## src/rtl/irq_arbiter_if.sv

```systemverilog
// Register bus and interrupt outputs of irq_arbiter.
//   master: drives addr_in/data_in/wr, observes rd_data/irq/irq_id (CPU / I/O controller side)
//   slave : the arbiter itself
interface irq_arbiter_if;
  logic [31:0] addr_in;
  logic [31:0] data_in;
  logic        wr;
  logic [31:0] rd_data;
  logic        irq;
  logic [3:0]  irq_id;

  modport master (output addr_in, data_in, wr, input rd_data, irq, irq_id);
  modport slave  (input addr_in, data_in, wr, output rd_data, irq, irq_id);
endinterface

```

## src/rtl/irq_arbiter.sv

```systemverilog
// Memory-mapped round-robin interrupt arbiter.
// Latches edge-type requests, follows level-type requests with one cycle delay,
// masks with EN, grants one source to the CPU via irq/irq_id until EOI is written.
// Ports:
//   clk    system clock
//   reset  synchronous active-high reset
//   src    NSRC request inputs, synchronous to clk
//   bus    register bus (addr_in, data_in, wr, rd_data) and irq/irq_id outputs
// Registers (addr_in[3:2]): 0 PEND (W1C edge bits), 1 EN, 2 CAUSE, 3 EOI.
module irq_arbiter #(
  parameter int unsigned           NSRC      = 4,
  parameter logic [NSRC-1:0]       EDGE_MASK = NSRC'(1),
  parameter logic [3:0]            BASE      = 4'hE
) (
  input  logic            clk,
  input  logic            reset,
  input  logic [NSRC-1:0] src,
  irq_arbiter_if.slave    bus
);

  typedef enum logic [1:0] {IDLE, ACTIVE, DRAIN} state_t;

  state_t          state, state_next;
  logic [NSRC-1:0] src_q;
  logic [NSRC-1:0] pending, pending_next;
  logic [NSRC-1:0] enable;
  logic [NSRC-1:0] req;
  logic [NSRC-1:0] gmask;
  logic [3:0]      rr_ptr, rr_next;
  logic [3:0]      irq_id_r;
  logic [3:0]      winner;
  logic            found;
  logic            grant;
  logic            sel;
  logic [1:0]      idx;
  logic            wr_pend, wr_en, wr_eoi;
  logic            active;

  logic unused_bits;
  assign unused_bits = ^{bus.addr_in[27:4], bus.addr_in[1:0], bus.data_in};

  assign sel     = (bus.addr_in[31:28] == BASE);
  assign idx     = bus.addr_in[3:2];
  assign wr_pend = sel & bus.wr & (idx == 2'd0);
  assign wr_en   = sel & bus.wr & (idx == 2'd1);
  assign wr_eoi  = sel & bus.wr & (idx == 2'd3);
  assign req     = pending & enable;
  assign active  = (state == ACTIVE);

  // Round-robin search: rotate req right by rr_ptr so bit 0 is the first
  // candidate, take the lowest set bit, then map it back to a source index.
  always_comb begin
    logic [2*NSRC-1:0] rot;
    logic [4:0]        sum;
    rot    = {req, req} >> rr_ptr;
    found  = 1'b0;
    sum    = '0;
    winner = '0;
    for (int unsigned j = 0; j < NSRC; j++) begin
      if (!found && rot[j]) begin
        found = 1'b1;
        sum   = {1'b0, rr_ptr} + 5'(j);
      end
    end
    winner = (sum >= 5'(NSRC)) ? 4'(sum - 5'(NSRC)) : sum[3:0];
    rr_next = (({1'b0, winner} + 5'd1) == 5'(NSRC)) ? 4'd0 : (winner + 4'd1);
    for (int unsigned i = 0; i < NSRC; i++) begin
      gmask[i] = (winner == 4'(i));
    end
  end

  always_comb begin
    state_next = state;
    grant      = 1'b0;
    case (state)
      IDLE: begin
        if (found) begin
          grant      = 1'b1;
          state_next = ACTIVE;
        end
      end
      ACTIVE: if (wr_eoi) state_next = DRAIN;
      DRAIN:  state_next = IDLE;
      default: state_next = IDLE;
    endcase
  end

  // Edge bits: set wins over W1C and grant-clear. Level bits just track src.
  always_comb begin
    pending_next = '0;
    for (int unsigned i = 0; i < NSRC; i++) begin
      if (EDGE_MASK[i]) begin
        pending_next[i] = (src[i] & ~src_q[i]) |
                          (pending[i] & ~((wr_pend & bus.data_in[i]) | (grant & gmask[i])));
      end else begin
        pending_next[i] = src[i];
      end
    end
  end

  always_ff @(posedge clk) begin
    src_q <= src;
    if (reset) begin
      state    <= IDLE;
      pending  <= '0;
      enable   <= '0;
      rr_ptr   <= '0;
      irq_id_r <= '0;
    end else begin
      state   <= state_next;
      pending <= pending_next;
      if (wr_en) enable <= bus.data_in[NSRC-1:0];
      if (grant) begin
        irq_id_r <= winner;
        rr_ptr   <= rr_next;
      end
    end
  end

  always_comb begin
    bus.rd_data = '0;
    if (sel) begin
      case (idx)
        2'd0:    bus.rd_data = 32'(pending);
        2'd1:    bus.rd_data = 32'(enable);
        2'd2:    bus.rd_data = {active, 27'b0, irq_id_r};
        default: bus.rd_data = '0;
      endcase
    end
  end

  assign bus.irq    = active;
  assign bus.irq_id = irq_id_r;

endmodule
```

## src/flat_wrapper.sv

```systemverilog
// flat-port wrapper written by rule: the top's interface ports become plain ports
module irq_arbiter_flat 
#(
  parameter int unsigned           NSRC      = 4,
  parameter logic [NSRC-1:0]       EDGE_MASK = NSRC'(1),
  parameter logic [3:0]            BASE      = 4'hE
)
  (clk, reset, src, bus_addr_in, bus_data_in, bus_wr, bus_rd_data, bus_irq, bus_irq_id);
  irq_arbiter_if bus_i ();
  input  logic clk;
  input  logic reset;
  input  logic [NSRC-1:0] src;
  input wire logic [$bits(bus_i.addr_in)-1:0] bus_addr_in;
  input wire logic [$bits(bus_i.data_in)-1:0] bus_data_in;
  input wire logic [$bits(bus_i.wr)-1:0] bus_wr;
  output wire logic [$bits(bus_i.rd_data)-1:0] bus_rd_data;
  output wire logic [$bits(bus_i.irq)-1:0] bus_irq;
  output wire logic [$bits(bus_i.irq_id)-1:0] bus_irq_id;
  assign bus_i.addr_in = bus_addr_in;
  assign bus_i.data_in = bus_data_in;
  assign bus_i.wr = bus_wr;
  assign bus_rd_data = bus_i.rd_data;
  assign bus_irq = bus_i.irq;
  assign bus_irq_id = bus_i.irq_id;
  irq_arbiter #(.NSRC(NSRC), .EDGE_MASK(EDGE_MASK), .BASE(BASE)) u_core (.clk(clk), .reset(reset), .src(src), .bus(bus_i));
endmodule
```

## config.mk

```make
export PLATFORM = sky130hd
export DESIGN_NAME = irq_arbiter_flat
export DESIGN_NICKNAME = d
export VERILOG_FILES = /design/src/rtl/irq_arbiter_if.sv /design/src/rtl/irq_arbiter.sv /design/src/flat_wrapper.sv
export SDC_FILE = /design/constraint.sdc
export NUM_CORES = 1
export LEC_CHECK = 0
export BUFFER_PORTS_ARGS = -buffer_cell sky130_fd_sc_hd__clkbuf_2
export CAP_MARGIN = 20
export CORE_ASPECT_RATIO = 1.75
export CORE_MARGIN = 2
export CORE_UTILIZATION = 38
export DETAILED_ROUTE_END_ITERATION = 6
export GPL_TIMING_DRIVEN = 0
export PLACE_DENSITY = 0.77
export SYNTH_ARGS = -nofsm -noshare
export SYNTH_HDL_FRONTEND = slang
export SYNTH_SLANG_ARGS = --single-unit
```

## constraint.sdc

```tcl
create_clock -name clk -period 3.1 [get_ports clk]
set_input_delay 0 -clock clk [delete_from_list [all_inputs] [get_ports clk]]
set_output_delay 0 -clock clk [all_outputs]
set_load 0.005 [all_outputs]
```

==> impl_summary.txt <==
----------------------------------------------------
[Critical path]
  Launch instance of the worst register-to-register path ... u_core.enable[3]$_SDFFE_PP0P_
  Arrival time at the worst endpoint ... 3.10 ns
  Kind of critical path ... reg -> reg
  Worst Setup Start Kind ... flop
  Crit Reg-Reg Endpoint ... u_core.pending[0]$_SDFF_PP0_
  Worst Setup SP ... u_core.enable[3]$_SDFFE_PP0P_
  Reg2reg setup slack ... 0.13 ns
  Depth of the worst register-to-register path ... 13
  Data required time at the worst endpoint ... 3.24 ns
  Capture point of the worst path ... u_core.pending[0]$_SDFF_PP0_
  Maximum net fanout on the critical path ... 6
  Category of the worst setup path capture point ... flop

[Placement]
  Estimated wirelength of the detail-placed design ... 3350 um
  Placer's final routability congestion estimate ... 0.932
  Placed cell area ... 1890 um2
  Port bufs ... 23

[CTS]
  Clock insertion delay at the later pin of the skew report ... 0.27 ns
  TritonCTS clock tree ... built
  H-Tree Depth ... 1
  Clock Root Buffer ... clkbuf_8
  Post-CTS clock slew at the launch and capture registers of the worst setup and hold paths ... 0.07 ns
  Num Clock Sinks ... 19
  Cts bufs inserted ... 3
  Largest buffer count on any clock path ... 2

[Finish]
  Number of nets in the finished design ... 353
  Fillers ... 398
  Growth of design area from synthesis to finish ... 31.7%
  Post-route cell area ... 2130 um2
  Fraction of final layout cells with drive strength greater than 1 ... 28.8%
  Total inserted antenna cells ... 0

[Logic synthesis]
  Top flip-flop cell by instance count after synthesis ... dfxtp_1
  Count of mapped cells out of synthesis ... 208
  Post-synth EDFFs ... 0
  Netlist area before placement ... 1620 um2
  Fraction of the mapped netlist area in simple logic gates ... 22.1%
  #FFs+latches synth ... 19
  Post-synthesis mux area share ... 8.44%
  Yosys warning count ... 0
  Distinct cells, synth ... 46
  Main combinational cell family by area after synthesis ... compound AO/OA/AOI/OAI gates
  Mean Syn Cell Area ... 7.77 um2
  Fraction of the mapped netlist area in adder cells ... 5.42%
  Complex-gate fraction of the synthesized area ... 22.8%
  Seq/Total Area, Yosys ... 23.5%
  Fraction of synthesis flops using an asynchronous set or reset pin ... 0%
  Post-Synth XOR/XNOR Area ... 0.542%

[Detailed routing]
  Vias after detailed routing ... 1687
  Number of DRC markers after the initial detailed-route iteration ... 44
  Routed wire per std cell ... 13.6 um
  Antenna Violating Nets Remaining ... 0
  DRT Wirelength ... 4400 um
  Via-per-instance ratio ... 5.22
  Remaining routing DRC violations ... 0
  Number of iterations in the first detailed-routing pass ... 4

[Global route]
  Total grt overflow ... 0
  Maximum number of pins on one net before global-route repair ... 11
  Number of global-route vias before repair ... 1649
  Global-route wire length before repair ... 7130 um
  Number of antenna violations at the first check in global routing ... 0
  Aggregate global-route resource usage ... 19.3%

[Pwr]
  Power Density ... 238 nW/um2
  Leakage power ... 0.917 nW
  Peak VDD IR ... 0.252 mV

[Job]
  MaxCap Viol Count ... 0

[STA]
  Final total negative setup slack ... 0 ns
  Time the worst path needs with I/O delays and setup ... 2.97 ns
  Share of the cycle needed by the critical path after routing ... 95.7%
  Highest clock rate ... 337 MHz
  Final hold violations ... 0
  Clock Skews ... 0.00103 ns
  Number of setup violations in the final report ... 0
  Slew of the pin with the lowest slew margin ... 0.514 ns
  Worst slew margin relative to its limit ... 65.7%
  Max Slew Vio Count ... 0

[Floorplanning]
  Area of the core ... 4110 um2
  Starting utilization of the core area ... 39.3%
  Die area ... 4810 um2
  Row Count ... 31
  Die Width ... 53.3 um
  Height of the die ... 90.3 um
  Ports ... 108

[Min path]
  Path category of the worst min-delay check ... in -> reg

[Outcome]
  Status ... completed

----------------------------------------------------
critical path, cell delays in order, from the launching register on:
cell and delay [ns]:
dfxtp_1 0.41, nand2_1 0.13, mux4_2 0.58, buf_4 0.19, a21oi_4 0.22, a221oi_1 0.09, a21oi_2 0.14, inv_1 0.11
ha_4 0.16, nand2_1 0.09, o221ai_4 0.13, mux2_4 0.31, o211ai_1 0.18, a21oi_1 0.08
placed cells by master (no fill, tap or decap), types with 3 or more instances in the layout:
cell | netlist | routed
mux2i_1 | 8 | 8
ha_1 | 7 | 5
buf_4 | 29 | 33
nand3b_1 | 3 | 3
nor2b_1 | 7 | 7
clkbuf_2 | 0 | 23
a21oi_1 | 16 | 15
and2_1 | 3 | 3
nor2_1 | 21 | 21
clkbuf_8 | 0 | 3
inv_1 | 7 | 6
o21ai_0 | 5 | 5
o211ai_1 | 4 | 4
nand3_1 | 7 | 7
nand2_1 | 16 | 15
conb_1 | 1 | 27
a211oi_1 | 6 | 6
dfxtp_1 | 19 | 17
clkbuf_1 | 6 | 7
dlygate4sd3_1 | 0 | 8
where the power goes:
group	leakage [nW]	internal (mW)	total (mW)	switching, mW
combinational	0.739	0.0425	0.0737	0.0311
sequential	0.156	0.248	0.253	0.00493
clock	0.0228	0.0918	0.179	0.0873
total	0.917	0.383	0.506	0.123
per-stage QoR:
stage	util (%)	worst slack, ns	total power [mW]	hold WS [ns]	std cells
5_1_grt	51.7	-0.0131	0.522	0.0509	323
6_report	51.7	0.133	0.506	0.0495	323
3_3_place_gp	46.0	-0.186	0.321	0.120	306
4_1_cts	50.0	0.0652	0.502	0.0409	321
3_5_place_dp	46.0	-0.246	0.322	0.124	306
2_1_floorplan	-	0.162	0.307	0.0277	234
logic make-up (layout without fill, tap and decap cells):
group,count (synthesis),after routing
and+or+nand+nor,71,71
other,1,27
AOI/OAI and AO/OA,54,54
xor gates and xnor gates,1,1
buffers and inverters,44,84
muxes,11,11
DFF,19,19
adders and majority gates,7,7
cell type report:
type | count | area (um2) | area share, %
repair buffers | 36 | 233 | 10.9
flip-flops and latches | 19 | 383 | 18.0
inverters | 9 | 38.8 | 1.82
clock buffers | 4 | 45.0 | 2.12
well taps | 49 | 61.3 | 2.88
plain buffers | 35 | 244 | 11.5
multi-input cells | 171 | 1120 | 52.8
state kept, by name, summed over array words and instances (netlist names):
register,count
u_core.state,2
u_core.bus.irq_id,4
u_core.pending,4
u_core.enable,4
u_core.rr_ptr,4
u_core.src_q,1
Yosys cell counts (3+ instances only):
| library cell | count | share of area (%) |
|---|---|---|
| buf_4 | 29 | 13 |
| nor2_1 | 21 | 4.9 |
| dfxtp_1 | 19 | 24 |
| a21oi_1 | 16 | 5.0 |
| nand2_1 | 16 | 3.7 |
| mux2i_1 | 8 | 5.0 |
| ha_1 | 7 | 5.4 |
| inv_1 | 7 | 1.6 |
| nand3_1 | 7 | 2.2 |
| nor2b_1 | 7 | 2.7 |
| a211oi_1 | 6 | 2.8 |
| clkbuf_1 | 6 | 1.4 |
| o21ai_0 | 5 | 1.5 |
| o211ai_1 | 4 | 1.9 |
| and2_1 | 3 | 1.2 |
| nand3b_1 | 3 | 1.4 |
worst min path at each step:
stage	from	end	slack, ns	depth (start not counted)
final	bus_wr	u_core.state[1]$_SDFFE_PP0P_	0.05	3
after global routing	bus_wr	u_core.state[1]$_SDFFE_PP0P_	0.05	3
after CTS	bus_wr	u_core.state[1]$_SDFFE_PP0P_	0.04	3
after detailed placement	src[0]	u_core.src_q[0]$_DFF_P_	0.12	1
after global placement	src[0]	u_core.src_q[0]$_DFF_P_	0.12	1
after floorplan	src[0]	u_core.src_q[0]$_DFF_P_	0.03	0
repair_timing:
item                                    in CTS  in global routing
pin swaps                                    0                  3
gates resized for setup                      5                 12
setup buffers                                3                  2
hold buffers                                 8                  0
endpoints found under the setup margin       3                  4
hold endpoints to repair                     9                  0
per-layer routing:
metal	global-route usage, %	vias to the layer above	routed length (um)	share of wire [%]
li1	-	833	-	-
met1	18.5	764	1510	34
met2	35.8	73	2440	55
met3	1.66	17	227	5.2
met4	12.8	0	232	5.3
met5	0	-	0	0
(Power assumes the default switching activity.)
